`src/rtl/shared_fu_pkg.sv`:
```
// Shared definitions for the shared functional-unit scheduler: op and state encodings plus a width helper.
package shared_fu_pkg;

    localparam logic OP_ADD = 1'b0;
    localparam logic OP_MUL = 1'b1;

    typedef enum logic [1:0] {
        ST_RUN   = 2'd0,
        ST_DRAIN = 2'd1,
        ST_DONE  = 2'd2
    } state_t;

    // Minimum of one bit so a single-requester build still has a legal tag/pointer.
    function automatic int clog2(input int n);
        int r;
        r = 1;
        while ((1 << r) < n) r++;
        return r;
    endfunction

endpackage

```
`src/rtl/shared_fu_sched_if.sv`:
```
// Requester-side bus of the shared FU scheduler. req_lock exists only when SHARED_FU_LOCK_EN is defined.
interface shared_fu_sched_if #(
    parameter int N_REQ = 4,
    parameter int WIDTH = 32
);
    // Handshake: requester i raises req_valid[i] with op/operands stable; the op transfers in
    // any cycle where req_valid[i] & req_ready[i]. rsp_valid is a one-cycle pulse with no backpressure.
    logic [N_REQ-1:0]       req_valid;
    logic [N_REQ-1:0]       req_ready;
    logic [N_REQ-1:0]       req_op;
    logic [N_REQ*WIDTH-1:0] req_a;
    logic [N_REQ*WIDTH-1:0] req_b;
    logic [N_REQ-1:0]       rsp_valid;
    logic [WIDTH-1:0]       rsp_data;
    logic                   flush;
    logic                   flush_done;
    logic                   busy;
`ifdef SHARED_FU_LOCK_EN
    logic [N_REQ-1:0]       req_lock;
`endif

    modport master (
        output req_valid, req_op, req_a, req_b, flush,
`ifdef SHARED_FU_LOCK_EN
        output req_lock,
`endif
        input  req_ready, rsp_valid, rsp_data, flush_done, busy
    );

    modport slave (
        input  req_valid, req_op, req_a, req_b, flush,
`ifdef SHARED_FU_LOCK_EN
        input  req_lock,
`endif
        output req_ready, rsp_valid, rsp_data, flush_done, busy
    );
endinterface

```
`src/rtl/shared_fu_sched_rr_arbiter.sv`:
```
// Round-robin pick: first set request at or after ptr, wrapping, as one-hot grant plus index.
module rr_arbiter #(
    parameter int N  = 4,
    parameter int PW = 2
) (
    input  logic [N-1:0]  req,
    input  logic [PW-1:0] ptr,
    output logic [N-1:0]  grant,
    output logic [PW-1:0] idx,
    output logic          any
);
    always_comb begin
        grant = '0;
        idx   = '0;
        any   = 1'b0;
        for (int k = 0; k < N; k++) begin
            if (!any && req[(int'(ptr) + k) % N]) begin
                any = 1'b1;
                idx = PW'((int'(ptr) + k) % N);
                grant[(int'(ptr) + k) % N] = 1'b1;
            end
        end
    end
endmodule

```
`src/rtl/shared_fu_sched.sv`:
```
// Round-robin sharing of one fixed-latency add/mul unit with flush/drain sequencing.
// Optional grant locking is compiled in with SHARED_FU_LOCK_EN.
module shared_fu_sched
    import shared_fu_pkg::*;
#(
    parameter int N_REQ    = 4,
    parameter int WIDTH    = 32,
    parameter int LAT      = 3
`ifdef SHARED_FU_LOCK_EN
    ,
    parameter int LOCK_MAX = 4
`endif
) (
    input  logic             clk,
    input  logic             reset,
    shared_fu_sched_if.slave bus,
    output state_t           dbg_state
);
    localparam int PW = clog2(N_REQ);

    state_t           state, state_nxt;
    logic [PW-1:0]    ptr, ptr_adv;
    logic [N_REQ-1:0] arb_req, grant;
    logic [PW-1:0]    gidx;
    logic             gany, issue_en, xfer, busy_i;
    logic [WIDTH-1:0] op_a, op_b, result;
    logic [LAT-1:0]   pv;
    logic [PW-1:0]    pown [LAT];
    logic [WIDTH-1:0] pdat [LAT];

    rr_arbiter #(.N(N_REQ), .PW(PW)) u_arb (
        .req   (arb_req),
        .ptr   (ptr),
        .grant (grant),
        .idx   (gidx),
        .any   (gany)
    );

    assign issue_en      = reset && (state == ST_RUN) && !bus.flush;
    assign bus.req_ready = issue_en ? grant : '0;
    assign xfer          = issue_en && gany;
    assign ptr_adv       = (gidx == PW'(N_REQ - 1)) ? '0 : gidx + 1'b1;

    // Result is computed at issue and then only delayed, so add and mul share one latency.
    always_comb begin
        op_a   = bus.req_a[gidx*WIDTH +: WIDTH];
        op_b   = bus.req_b[gidx*WIDTH +: WIDTH];
        result = (bus.req_op[gidx] == OP_MUL) ? op_a * op_b : op_a + op_b;
    end

`ifdef SHARED_FU_LOCK_EN
    localparam int LCW = clog2(LOCK_MAX + 1);
    logic           lock_on, hold_lock;
    logic [PW-1:0]  lock_idx;
    logic [LCW-1:0] lock_cnt, lock_cnt_nxt;

    always_comb begin
        arb_req = bus.req_valid;
        if (lock_on && bus.req_valid[lock_idx]) arb_req = N_REQ'(1) << lock_idx;
        lock_cnt_nxt = (lock_on && gidx == lock_idx) ? lock_cnt + LCW'(1) : LCW'(1);
        hold_lock    = bus.req_lock[gidx] && (int'(lock_cnt_nxt) < LOCK_MAX);
    end

    // A held lock keeps ptr parked; the grant that exhausts LOCK_MAX advances it normally.
    always_ff @(posedge clk) begin
        if (!reset) begin
            ptr      <= '0;
            lock_on  <= 1'b0;
            lock_idx <= '0;
            lock_cnt <= '0;
        end else if (xfer) begin
            if (hold_lock) begin
                lock_on  <= 1'b1;
                lock_idx <= gidx;
                lock_cnt <= lock_cnt_nxt;
            end else begin
                lock_on  <= 1'b0;
                lock_cnt <= '0;
                ptr      <= ptr_adv;
            end
        end else if (bus.flush || !bus.req_valid[lock_idx]) begin
            lock_on <= 1'b0;
        end
    end
`else
    assign arb_req = bus.req_valid;

    always_ff @(posedge clk) begin
        if (!reset)    ptr <= '0;
        else if (xfer) ptr <= ptr_adv;
    end
`endif

    always_ff @(posedge clk) begin
        if (!reset) begin
            pv <= '0;
            for (int k = 0; k < LAT; k++) begin
                pown[k] <= '0;
                pdat[k] <= '0;
            end
        end else begin
            pv      <= {pv[LAT-2:0], xfer};
            pown[0] <= gidx;
            pdat[0] <= result;
            for (int k = 1; k < LAT; k++) begin
                pown[k] <= pown[k-1];
                pdat[k] <= pdat[k-1];
            end
        end
    end

    assign busy_i = |pv;

    always_comb begin
        state_nxt = state;
        case (state)
            ST_RUN:   if (bus.flush) state_nxt = ST_DRAIN;
            ST_DRAIN: if (!busy_i)   state_nxt = ST_DONE;
            ST_DONE:  if (!bus.flush) state_nxt = ST_RUN;
            default:  state_nxt = ST_RUN;
        endcase
    end

    always_ff @(posedge clk) begin
        if (!reset) state <= ST_RUN;
        else        state <= state_nxt;
    end

    always_comb begin
        bus.rsp_valid = '0;
        for (int i = 0; i < N_REQ; i++) begin
            bus.rsp_valid[i] = reset && pv[LAT-1] && (pown[LAT-1] == PW'(i));
        end
        bus.rsp_data   = (reset && pv[LAT-1]) ? pdat[LAT-1] : '0;
        bus.busy       = reset && busy_i;
        bus.flush_done = reset && (state == ST_DONE);
    end

    assign dbg_state = state;
endmodule

```
`src/flat_wrapper.sv`:
```
// flat-port wrapper written by rule: the top's interface ports become plain ports
module shared_fu_sched_flat import shared_fu_pkg::*;
#(
    parameter int N_REQ    = 4,
    parameter int WIDTH    = 32,
    parameter int LAT      = 3

)
  (clk, reset, dbg_state, bus_req_valid, bus_req_op, bus_req_a, bus_req_b, bus_flush, bus_req_ready, bus_rsp_valid, bus_rsp_data, bus_flush_done, bus_busy);
  shared_fu_sched_if #(.N_REQ(N_REQ), .WIDTH(WIDTH)) bus_i ();
  input  logic clk;
  input  logic reset;
  output state_t dbg_state;
  input wire logic [$bits(bus_i.req_valid)-1:0] bus_req_valid;
  input wire logic [$bits(bus_i.req_op)-1:0] bus_req_op;
  input wire logic [$bits(bus_i.req_a)-1:0] bus_req_a;
  input wire logic [$bits(bus_i.req_b)-1:0] bus_req_b;
  input wire logic [$bits(bus_i.flush)-1:0] bus_flush;
  output wire logic [$bits(bus_i.req_ready)-1:0] bus_req_ready;
  output wire logic [$bits(bus_i.rsp_valid)-1:0] bus_rsp_valid;
  output wire logic [$bits(bus_i.rsp_data)-1:0] bus_rsp_data;
  output wire logic [$bits(bus_i.flush_done)-1:0] bus_flush_done;
  output wire logic [$bits(bus_i.busy)-1:0] bus_busy;
  assign bus_i.req_valid = bus_req_valid;
  assign bus_i.req_op = bus_req_op;
  assign bus_i.req_a = bus_req_a;
  assign bus_i.req_b = bus_req_b;
  assign bus_i.flush = bus_flush;
  assign bus_req_ready = bus_i.req_ready;
  assign bus_rsp_valid = bus_i.rsp_valid;
  assign bus_rsp_data = bus_i.rsp_data;
  assign bus_flush_done = bus_i.flush_done;
  assign bus_busy = bus_i.busy;
  shared_fu_sched #(.N_REQ(N_REQ), .WIDTH(WIDTH), .LAT(LAT)) u_core (.clk(clk), .reset(reset), .bus(bus_i), .dbg_state(dbg_state));
endmodule
```
`config.mk`:
```
export PLATFORM = sky130hd
export DESIGN_NAME = shared_fu_sched_flat
export DESIGN_NICKNAME = d
export VERILOG_FILES = /design/src/rtl/shared_fu_pkg.sv /design/src/rtl/shared_fu_sched_if.sv /design/src/rtl/shared_fu_sched_rr_arbiter.sv /design/src/rtl/shared_fu_sched.sv /design/src/flat_wrapper.sv
export SDC_FILE = /design/constraint.sdc
export NUM_CORES = 2
export LEC_CHECK = 0
export CORE_AREA = 5 5 204 206
export CTS_BUF_LIST = sky130_fd_sc_hd__clkbuf_4 sky130_fd_sc_hd__clkbuf_8 sky130_fd_sc_hd__clkbuf_16
export DETAILED_ROUTE_END_ITERATION = 6
export DIE_AREA = 0 0 209 211
export GPL_TIMING_DRIVEN = 0
export PLACE_DENSITY = 0.8
export SYNTH_ARGS = -nofsm -noshare
export SYNTH_HDL_FRONTEND = slang
export SYNTH_HIERARCHICAL = 1
export SYNTH_SLANG_ARGS = --single-unit
```
`constraint.sdc`:
```
create_clock -name clk -period 14.75 [get_ports clk]
set_clock_uncertainty 0.1 [all_clocks]
set_input_delay 2.95 -clock clk [delete_from_list [all_inputs] [get_ports clk]]
set_output_delay 2.95 -clock clk [all_outputs]
set_load 0.01 [all_outputs]
```
==> impl_metrics.yaml <==
clock_network:
  cts_tree: "built"
  cts_buffers: 9
  clock_sinks: 109
  clk_pin_slew_worst_paths_ns: 0.07
  postCtsSetupBuffers: 0
  cts_max_path_buffers: 2
  ctsHtreeMaxLevel: 3
  clk_latency_ns: 0.34
  post_cts_resize_count: 0
  cts_hold_buf: 0
  cts_root_buf: "clkbuf_16"
yosys:
  synth_nets: 3336
  yosysSeqAreaShare_pct: 9.685
  yosysWarnings: 6
  ys_types: 71
  synth_edf_count: 0
  synth_flop_cell: "dfxtp_1"
  syn_area_per_cell_um2: 9.012
  async_flop_share_pct: 0
  synth_cells: 2500
  ys_ff_latch: 109
  synthesis.area_mm2: 0.02253
timing:
  setup_viol: 0
  tightest_slew_ns: 1.252
  period_minus_slack_ns: 14.17
  grt_setup_unrepaired: "false"
  tns_ns: 0
  fin_crit_sh_pct: 96.10
  slew_headroom_pct: 16.51
  fmax_ghz: 0.07055
  drv_slew: 0
  finalHoldViolCount: 0
run:
  drv_cap: 0
route:
  totalWireLength_um: 89970
  dr.pass1.iters: 5
  num_vias: 20065
  post_drt_via_cell_ratio: 5.982
  post_drt_wl_per_cell_um: 26.83
  drtIter0Drc: 1966
  drc: 0
  antenna_left: 0
setup_path:
  worstReg2RegEnd: "u_core/pdat[0][30]$_SDFF_PN0_"
  worstPathMaxFanout: 10
  crit_slowest_cell: "o21ai_2"
  crit_family: "adder cells"
  cp.required_ns: 14.83
  worstPathArrival_ns: 14.25
  reg2reg_depth: 34
  cp-startpoint: "bus_req_valid[2]"
  reg2reg_slack_ns: 2.75
  setup.worst_path.class: "in -> reg"
  worstPathBufferInverterCount: 8
  start_kind: "input port"
  slowest_delay_ns: 0.99
  cp.depth: 33
  crit_top_cell: "fa_1"
  rr_startpoint: "u_core/ptr[1]$_SDFFE_PN0P_"
  worstSetupEndpointType: "flop"
layout:
  finalNetCount: 3657
  final_cells: 3354
  area_growth_pct: 18.20
  drive_above_1_share_pct: 6.299
  n_fill_cell: 3290
place:
  io_buffers: 310
  gp_congestion: 1.030
  dp_hpwl_um: 74380
  place.detailed.instances: 3335
global_route:
  globalRoute.totalOverflow: 0
  grt_pass1_wl_um: 132100
  antenna_found_initial: 1
  grt_pass1_vias: 20778
  grt.total_usage_pct: 40.39
  grt_max_degree: 22
hold_path:
  hold_start: "u_core/pdat[0][63]$_SDFF_PN0_"
  min_to: "u_core/pdat[0][95]$_SDFF_PN0_"
  hold_depth: 1
  hold_path_class: "reg -> reg"
floorplanning:
  core_area_mm2: 0.03946
  fp-row-count: 73
  die_h_um: 211
  die_area_mm2: 0.04410
  top_level_ports: 311
  initial_utilization_pct: 57.10
  die_w_um: 209
run_status:
  status: "completed"
## cells in the mapped netlist (all sizes together) (31+ instances only)
cell type | n | area (um^2)
and3 | 36 | 225.2
fa | 409 | 8188
nand2 | 298 | 1121
inv | 434 | 1629
ha | 160 | 2002
nor2 | 284 | 1066
clkbuf | 75 | 281.5
and2 | 133 | 832.1
a21o | 31 | 232.7
a21oi | 49 | 245.2
xor2 | 37 | 324.1
o21ai | 82 | 669.4
xnor2 | 75 | 656.9
mux2 | 43 | 503.0
mux2i | 45 | 450.4
dfxtp | 109 | 2182
## registers in the layout (all words and copies together), names as in the netlist
name,flops
u_core/dbg_state,2
u_core/pdat,96
u_core/pown,6
u_core/ptr,2
u_core/pv,3
## logic make-up (layout without fill, tap and decap cells)
| family | count (synthesis) | count (layout) | synth area share (%) |
|---|---|---|---|
| simple gates | 810 | 810 | 16.14 |
| xor+xnor | 112 | 112 | 4.354 |
| buf+inv | 539 | 865 | 9.546 |
| other cells | 0 | 3 | 0 |
| flops | 109 | 109 | 9.685 |
| mux | 116 | 116 | 7.064 |
| fa+ha+maj | 569 | 569 | 45.23 |
| compound gates | 245 | 245 | 7.980 |
## metrics by stage
stage	setup WS (ns)	instance area (um^2)	util (%)	hold slack (ns)
global route	0.2156	26620	67.47	0.3472
detailed placement	0.5015	26300	66.64	0.3169
CTS	0.8163	26620	67.47	0.3338
global placement	0.2162	26290	66.63	0.3141
floorplan	2.995	22530	-	0.3119
finish	0.5757	26630	67.49	0.3354
## routing by layer
| metal | GRT usage [%] | up-vias | routed length (um) |
|---|---|---|---|
| met1 | 52.65 | 10042 | 33570 |
| met4 | 21.60 | 0 | 6409 |
| met5 | 0 | - | 0 |
| met3 | 8.986 | 284 | 9802 |
| li1 | - | 8427 | - |
| met2 | 63.48 | 1312 | 40190 |
## area by class of cell
type,count,area [um^2],share of cell area [%]
antenna,3,7.507,0.02819
sequential,109,2182,8.194
clock buffer,9,225.2,0.8457
inverter,435,1633,6.131
clock inverter,7,102.6,0.3853
buffer,104,518.0,1.945
tap,525,656.9,2.467
timing repair buffer,310,3103,11.65
multi-input combinational,1852,18200,68.35
## placed cells by master, fill, tap and decap left out, types with 17 or more instances in the layout
cell type | Yosys | routed
o21ai_4 | 17 | 17
a21o_1 | 31 | 31
dfxtp_1 | 109 | 109
fa_1 | 409 | 409
xor2_1 | 37 | 37
o21ai_2 | 18 | 18
clkbuf_1 | 75 | 75
ha_1 | 160 | 160
mux2_2 | 27 | 27
clkdlybuf4s50_1 | 0 | 310
mux4_2 | 26 | 26
o21ai_0 | 41 | 41
a21oi_1 | 49 | 49
mux2i_1 | 45 | 45
xnor2_1 | 75 | 75
nand2_1 | 297 | 297
and2_1 | 133 | 133
nor2_1 | 284 | 284
inv_2 | 34 | 34
and3_1 | 36 | 36
inv_1 | 400 | 400
## worst max-delay path by stage
| stage | endpoint | slack (ns) |
|---|---|---|
| 2_1_floorplan | u_core/pdat[0][30]$_SDFF_PN0_ | 3.00 |
| 3_3_place_gp | u_core/pdat[0][30]$_SDFF_PN0_ | 0.22 |
| 3_5_place_dp | u_core/pdat[0][30]$_SDFF_PN0_ | 0.50 |
| 4_1_cts | u_core/pdat[0][30]$_SDFF_PN0_ | 0.82 |
| 5_1_grt | u_core/pdat[0][30]$_SDFF_PN0_ | 0.22 |
| 6_report | u_core/pdat[0][30]$_SDFF_PN0_ | 0.58 |
Power is left out: the tool's default activity adds up to more than one toggle a clock period on the data nets, which glitch-free logic cannot reach.
